**src/rtl/timer_capture_compare.sv**
```systemverilog
// Capture/compare unit fed by the free-running 32-bit timer: timestamps synchronised
// pin edges into a small FIFO, flags compare matches, and raises a masked interrupt.
module timer_capture_compare #(
    parameter int unsigned FIFO_DEPTH = 4,
    parameter int unsigned CNT_W      = $clog2(FIFO_DEPTH) + 1
) (
    input  logic             clk,
    input  logic             rst,
    input  logic [31:0]      timer,
    input  logic [31:0]      compare_val,
    input  logic             compare_en,
    input  logic             capture_in,
    input  logic [1:0]       capture_edge,
    input  logic             cap_rd_en,
    output logic [31:0]      cap_rd_data,
    output logic             cap_rd_valid,
    output logic [CNT_W-1:0] cap_count,
    input  logic [2:0]       irq_mask,
    input  logic [2:0]       irq_ack,
    output logic [2:0]       irq_status,
    output logic             irq
);

    localparam int unsigned PTR_W  = $clog2(FIFO_DEPTH);
    localparam int unsigned TS_W   = 32;
    localparam int unsigned IRQ_W  = 3;
    localparam int unsigned WARM_W = 2;
    localparam logic [CNT_W-1:0]  FULL_CNT  = CNT_W'(FIFO_DEPTH);
    localparam logic [WARM_W-1:0] WARM_INIT = WARM_W'(2);

    // Pin synchroniser and edge detector state
    logic              r_sync1;
    logic              r_sync2;
    logic              r_prev;
    logic [WARM_W-1:0] r_warm;
    logic              r_armed;
    logic              r_evt;

    // Capture FIFO
    logic [TS_W-1:0]   r_mem [FIFO_DEPTH];
    logic [PTR_W-1:0]  r_wr_ptr;
    logic [PTR_W-1:0]  r_rd_ptr;
    logic [CNT_W-1:0]  r_count;
    logic [TS_W-1:0]   r_rd_data;
    logic              r_rd_valid;

    // Compare and interrupt state
    logic [TS_W-1:0]   r_timer_q;
    logic [IRQ_W-1:0]  r_status;
    logic              r_irq;

    logic              w_rise;
    logic              w_fall;
    logic              w_event;
    logic              w_full;
    logic              w_empty;
    logic              w_pop;
    logic              w_push;
    logic              w_ovf;
    logic              w_match;
    logic [CNT_W-1:0]  w_count_nxt;
    logic [IRQ_W-1:0]  w_status_nxt;
    logic              w_unused_ack;

    // The FIFO-level bit follows occupancy, so its acknowledge bit is a no-op.
    assign w_unused_ack = irq_ack[1];

    always_ff @(posedge clk or negedge rst) begin
        if (!rst) begin
            r_sync1 <= 1'b0;
            r_sync2 <= 1'b0;
            r_prev  <= 1'b0;
            r_warm  <= WARM_INIT;
            r_armed <= 1'b0;
            r_evt   <= 1'b0;
        end else begin
            r_sync1 <= capture_in;
            r_sync2 <= r_sync1;
            r_prev  <= r_sync2;
            if (r_warm != '0) begin
                r_warm <= r_warm - WARM_W'(1);
            end
            // Arms one cycle after warm-up ends so reset-time flop values never form an edge
            r_armed <= (r_warm == '0);
            r_evt   <= w_event;
        end
    end

    // Edge qualification, FIFO control and next status
    always_comb begin
        w_rise       = 1'b0;
        w_fall       = 1'b0;
        w_event      = 1'b0;
        w_full       = 1'b0;
        w_empty      = 1'b0;
        w_pop        = 1'b0;
        w_push       = 1'b0;
        w_ovf        = 1'b0;
        w_match      = 1'b0;
        w_count_nxt  = r_count;
        w_status_nxt = r_status;

        w_rise  = r_sync2 & ~r_prev;
        w_fall  = ~r_sync2 & r_prev;
        w_event = r_armed & ((w_rise & capture_edge[0]) | (w_fall & capture_edge[1]));

        w_full  = (r_count == FULL_CNT);
        w_empty = (r_count == '0);
        w_pop   = cap_rd_en & ~w_empty;
        w_push  = r_evt & (~w_full | w_pop);
        w_ovf   = r_evt & w_full & ~w_pop;

        case ({w_push, w_pop})
            2'b10:   w_count_nxt = r_count + CNT_W'(1);
            2'b01:   w_count_nxt = r_count - CNT_W'(1);
            default: w_count_nxt = r_count;
        endcase

        // Edge-sensitive match: a timer parked on the target fires only once
        w_match = compare_en & (timer == compare_val) & (r_timer_q != compare_val);

        w_status_nxt[0] = w_match | (r_status[0] & ~irq_ack[0]);
        w_status_nxt[1] = (w_count_nxt != '0);
        w_status_nxt[2] = w_ovf | (r_status[2] & ~irq_ack[2]);
    end

    always_ff @(posedge clk) begin
        if (w_push) begin
            r_mem[r_wr_ptr] <= timer;
        end
    end

    always_ff @(posedge clk or negedge rst) begin
        if (!rst) begin
            r_wr_ptr   <= '0;
            r_rd_ptr   <= '0;
            r_count    <= '0;
            r_rd_data  <= '0;
            r_rd_valid <= 1'b0;
            r_timer_q  <= '0;
            r_status   <= '0;
            r_irq      <= 1'b0;
        end else begin
            if (w_push) begin
                r_wr_ptr <= r_wr_ptr + PTR_W'(1);
            end
            // Head is read before a same-cycle write into the slot it frees
            if (w_pop) begin
                r_rd_ptr  <= r_rd_ptr + PTR_W'(1);
                r_rd_data <= r_mem[r_rd_ptr];
            end
            r_rd_valid <= w_pop;
            r_count    <= w_count_nxt;
            r_timer_q  <= timer;
            r_status   <= w_status_nxt;
            r_irq      <= |(r_status & irq_mask);
        end
    end

    assign cap_rd_data  = r_rd_data;
    assign cap_rd_valid = r_rd_valid;
    assign cap_count    = r_count;
    assign irq_status   = r_status;
    assign irq          = r_irq;

endmodule

```
**config.mk**
```make
export PLATFORM = sky130hd
export DESIGN_NAME = timer_capture_compare
export DESIGN_NICKNAME = d
export VERILOG_FILES = /design/src/rtl/timer_capture_compare.sv
export SDC_FILE = /design/constraint.sdc
export NUM_CORES = 1
export LEC_CHECK = 0
export BUFFER_PORTS_ARGS = -buffer_cell sky130_fd_sc_hd__buf_4
export CAP_MARGIN = 15
export CORE_MARGIN = 2
export CORE_UTILIZATION = 30
export CTS_CLUSTER_SIZE = 25
export DETAILED_ROUTE_END_ITERATION = 12
export GPL_ROUTABILITY_DRIVEN = 1
export SYNTH_ARGS = -nofsm -noshare
export SYNTH_HDL_FRONTEND = slang
export SYNTH_SLANG_ARGS = --single-unit
```
**constraint.sdc**
```tcl
create_clock -name clk -period 2.3 [get_ports clk]
set_input_delay 0.23 -clock clk [delete_from_list [all_inputs] [get_ports clk]]
set_output_delay 0.23 -clock clk [all_outputs]
set_load 0.03 [all_outputs]
```
### Word level (Yosys, flattened, before mapping)

Memory sizes are Yosys's and may differ from the RTL's. A register that Yosys moved wholly into a read port is not among the register bits.
Cells that the tools add are included.

* equality and inequality tests: 5
* add/sub/neg operators: 5
* bitwise operators: 25
* mux-type cells: 3
* reduce and logical (&&, ||, !) cells: 6

Operators by type and width (number)
* 32-bit == test: 1
* 32-bit != test: 1
* 1-bit bitwise AND: 13
* 1-bit NOT: 7
* 3-bit one-hot mux with 2 select lines: 1
* 2-bit by 1-bit adder with 2-bit output, second input constant: 2
* 1-bit OR: 4
* 3-bit by 1-bit adder with 3-bit output, second input constant: 1
* 3-bit bitwise AND: 1
* 3-bit == test, second input constant: 1
* 3-bit logical NOT: 1
* 3-bit nonzero test: 1
* 3-bit OR reduction: 1
* 3-bit by 1-bit subtractor with 3-bit output, second input constant: 1
* 2-bit by 1-bit == test with 1-bit output, second input constant: 1
* 2-bit == test, second input constant: 1
* 2-bit logical NOT: 1
* 1-bit two-way mux: 2
* 2-bit nonzero test: 1
* 2-bit by 1-bit subtractor with 2-bit output, second input constant: 1
* 1-bit logical NOT: 1

* memories kept: 1
* word-level logic and storage cells: 58
* input bits: 77
* bits in registers: 51
* RAM bits: 128
* output and inout port bits: 40

Memory list
* r_mem: depth 4, width 32, rd ports 1, clocked after memory_dff 1, write ports 1, line 40 `logic [TS_W-1:0] r_mem [FIFO_DEPTH];`

### Depth between registers and ports, before layout

* depth after elaboration: 8
* depth in mapped cells: 7
* gate-level depth less buffers: 7

### Least setup slack after synthesis

OpenSTA, ideal clock, no wires.

* path kind: reg-to-reg
* start point: reg r_count[1] (netlist: cap_count[1])
* end point: reg r_status[1] (netlist: irq_status[1])
* data required time: 2.169 ns
* cell stages (with the launch flop): 8
* clock period less this slack: 2.089 ns
* slack: 0.211 ns
* arrival time: 1.958 ns
* setup time: 0.131 ns
* path buffers: 0
* cell sequence: dfrtp_1 -> o31ai_4 -> inv_2 -> nand2_1 -> fa_1 -> mux2i_1 -> xor2_1 -> or3_1

* word-level cells in the longest chain between the ends: 8
* elaborated cells between the ends (all ways): 13
* those cells by class: 2 x add/sub; 3 x eq/ne; 1 x mux; 5 x bitwise; 2 x reduce/logical

Ends and longest elaborated chain
* from (decl): line 43 `logic [CNT_W-1:0] r_count;`
* from (signal assigned): line 153 `r_count <= w_count_nxt;`
* 3-bit logical NOT: line 108 `w_empty = (r_count == '0);`
* 1-bit NOT: line 109 `w_pop = cap_rd_en & ~w_empty;`
* 1-bit bitwise AND: line 109
* 1-bit OR: line 110 `w_push = r_evt & (~w_full | w_pop);`
* 1-bit bitwise AND: line 110
* 2-bit by 1-bit == test with 1-bit output or 2-bit == test (tied branches): line 113 `case ({w_push, w_pop})`
* 3-bit one-hot mux with 2 select lines (*): line 113
* via w_count_nxt[2]: line 61 `logic [CNT_W-1:0] w_count_nxt;`
* 3-bit nonzero test (*): line 123 `w_status_nxt[1] = (w_count_nxt != '0);`
* via w_status_nxt[1]: line 62 `logic [IRQ_W-1:0] w_status_nxt;`
* to (signal assigned): line 155 `r_status <= w_status_nxt;`
* to (decl): line 49 `logic [IRQ_W-1:0] r_status;`

Mark *: on every way through the listed nets, which the timed path passes. The rest lies on a longest branch.
A chain may end at the register's enable or synchronous reset.

### Worst setup path in the final report

Same ends and word-level chain as after synthesis.

==> results.py <==
metrics = {
    "outcome": {
        "status": "completed",
    },
    "placed_design": {
        "pre_cts_ws_ns": 0.410,
        "place_congestion": 0.700,
        "dp_cells": 942,
        "numPortBuffers": 115,
        "dp_hpwl_mm": 12.7,
        "placed_cell_area_um2": 9460,
    },
    "drt": {
        "drt_wl_total_mm": 18.6,
        "met2_length_mm": 9.20,
        "routed-wl-met3_um": 800,
        "dr.max_layer_used": "met4",
        "drt_iter0_drc": 248,
        "wl_per_cell_um": 18.1,
        "dr.pass1.iters": 4,
        "vias": 4582,
        "ant_nets": 0,
        "viasPerCell": 4.47,
        "drc": 0,
        "met1_length_mm": 8.32,
    },
    "worst_setup_path": {
        "arrival_ns": 2.27,
        "critPathKind": "register to register",
        "crit_path_max_fanout": 4,
        "worst_setup_path_start_kind": "register",
        "endpoint_kind": "register",
        "required_ns": 2.67,
    },
    "clock_network": {
        "cts.sinks": 211,
        "worstSkewPairLatency_ns": 0.52,
        "htreeDepth": 1,
        "cts-buffers-inserted": 25,
        "root_buffer": "clkbuf_16",
        "clock_path_buffers": 3,
        "clkSlewWorstSetupHoldPaths_ns": 0.06,
        "cts_setup_buffers": 0,
        "cts_tree": "done",
    },
    "global_routing": {
        "grt_pass1_vias": 4895,
        "antenna_found_initial": 0,
        "overflow": 0,
        "grt_util_all_layers_pct": 13.3,
        "grt_pass1_wl_mm": 28.6,
        "grt_max_degree": 52,
    },
    "synth": {
        "synthesis.area_um2": 8110,
        "synth_area_per_cell_um2": 16.7,
        "yosys_warnings": 0,
        "seq_area_frac_synth_pct": 73.0,
        "synth.net_count": 569,
        "synth_cell_types": 31,
        "synthCells": 486,
        "ys_ff_latch": 211,
    },
    "sta": {
        "final_hold_viol_count": 0,
        "report.final.slew_viol_count": 0,
        "fin_worst_skew_ns": 0.0231,
        "setup_slack_ns": 0.407,
        "timing.final.crit_share_pct": 82.3,
        "max_freq_ghz": 0.528,
        "tightest_slew_ns": 0.712,
        "max_slew_margin_pct": 52.5,
        "setup_tns_ns": 0,
        "rsz0062_at_grt": "false",
        "fin_crit_ns": 1.89,
        "finalSetupViolations": 0,
    },
    "final_layout": {
        "drive_gt1_share_pct": 29.9,
        "antennaDiodeCount": 0,
        "final_core_util_pct": 39.9,
        "nFillCells": 2489,
        "final_area_um2": 10700,
        "num-nets-final": 749,
        "area_growth_pct": 31.5,
        "final_cells": 1026,
    },
    "die": {
        "io_pins": 117,
        "die_h_um": 168,
        "design.core.area_um2": 26700,
        "initial_core_util_pct": 30.3,
        "rows": 60,
        "fp.dieW_um": 168,
        "die-area_um2": 28400,
    },
    "power": {
        "p_sw_share_pct": 30.4,
        "leakage_uw": 0.00425,
        "p_int_uw": 8500,
        "power_frac_clock_pct": 31.7,
        "irDropWorstVdd_mv": 0.478,
        "power_density_nw_per_um2": 1150,
        "share_comb_of_total_power_pct": 27.3,
        "seqPwrFrac_pct": 41.0,
        "power.switching_uw": 3710,
    },
    "run": {
        "cap_violations": 0,
    },
    "hold_path": {
        "hp-class": "input port to register",
    },
}
==> cell usage in the layout (no fill, tap or decap), types with 10 or more instances in the layout <==
cell,count
clkbuf_16,25
nand2_1,101
dlygate4sd3_1,38
nor4_1,12
inv_1,10
mux4_2,32
edfxtp_1,128
dfrtp_1,81
xor2_1,48
xnor2_1,22
buf_4,128
==> layer usage <==
| layer | vias to the layer above | GRT usage, % |
|---|---|---|
| met2 | 113 | 23.0 |
| li1 | 2119 | - |
| met1 | 2330 | 17.6 |
| met4 | 0 | 2.47 |
| met5 | - | 0 |
| met3 | 20 | 2.42 |
==> layout make-up <==
class / count / area [um2] / share of cell area, %
tap: 341 / 427 / 4.00
multi-input combinational: 250 / 2090 / 19.6
sequential: 211 / 5920 / 55.6
clock inverter: 9 / 100 / 0.939
clock buffer: 37 / 721 / 6.76
timing repair buffer: 167 / 1360 / 12.8
inverter: 11 / 41.3 / 0.387
==> synth_stat cells <==
library cell / count / area share, %
clkbuf_1: 9 / 0.42
nand4_1: 7 / 0.54
or3_1: 1 / 0.077
o31ai_4: 1 / 0.26
inv_1: 10 / 0.46
mux2i_1: 3 / 0.37
edfxtp_1: 128 / 47
o22ai_1: 1 / 0.077
or4b_4: 1 / 0.17
buf_1: 1 / 0.046
fa_1: 1 / 0.25
xor2_1: 48 / 5.2
and3_1: 4 / 0.31
nand3_2: 1 / 0.12
o21ai_0: 2 / 0.12
xnor2_1: 22 / 2.4
ha_1: 5 / 0.77
nand3b_1: 1 / 0.093
nor4_1: 12 / 0.93
nand2_1: 101 / 4.7
nor2_1: 1 / 0.046
buf_2: 4 / 0.25
and2_1: 2 / 0.15
dfrtp_1: 82 / 25
inv_2: 1 / 0.046
o32ai_1: 1 / 0.11
a222oi_1: 1 / 0.12
nand3_1: 1 / 0.062
mux4_2: 32 / 8.9
nor3_1: 1 / 0.062
dfstp_2: 1 / 0.32
==> state kept, by name (all words and copies together) (netlist names), 2 cells and up <==
name and flops:
r_wr_ptr 2, r_mem 128, r_timer_q 32, r_rd_ptr 2, irq_status 3, cap_count 3
r_warm 2, cap_rd_data 32
==> power groups by stage <==
stage | clock [uW] | combinational [uW] | sequential (uW)
detailed placement | 0 | 3360 | 5080
global placement | 0 | 3340 | 5070
CTS | 3960 | 3430 | 5010
global route | 4120 | 3640 | 5080
floorplan | 0 | 1540 | 5610
finish | 3870 | 3340 | 5010
==> metrics by stage <==
step	total power (uW)	hold WS (ns)
after floorplan	7150	-0.0656
after global placement	8410	0.323
after detailed placement	8450	0.337
after CTS	12400	0.0194
after global routing	12800	0.0332
final	12200	0.0296
==> worst max-delay path, stage by stage, from the launching register on <==
cell	delay [ns]
dfrtp_1	0.43
o31ai_4	0.34
inv_2	0.06
nand2_1	0.12
fa_1	0.20
mux2i_1	0.22
xor2_1	0.09
or3_1	0.31
==> repair_timing <==
item	4_1_cts	5_1_grt
hold endpoints to repair	211	0
setup endpoints to repair	0	0
hold buffers	38	0
resized for setup	0	0
==> cell families after synthesis <==
family	after synthesis	share of synthesized area, %
buf+inv	25	1.22
compound gates	6	0.694
simple gates	133	7.24
flops	211	73.0
mux	35	9.26
xor+xnor	70	7.56
fa+ha+maj	6	1.02
==> worst paths after layout <==
| kind | from | endpoint | slack, ns | cells past startpoint |
|---|---|---|---|---|
| setup / recovery | cap_count[1] | irq_status[1] | 0.41 | 7 |
| hold / removal | compare_en | irq_status[0] | 0.03 | 3 |
| hold reg to reg | r_sync1 | r_sync2 | 0.35 | 0 |
| setup reg to reg | cap_count[1] | irq_status[1] | 0.41 | 7 |
| max in group asynchronous | rst | r_timer_q[6] | 1.25 | 3 |
| min in group asynchronous | rst | r_sync1 | 0.32 | 2 |
No activity file was read; power rests on OpenSTA's default activity.
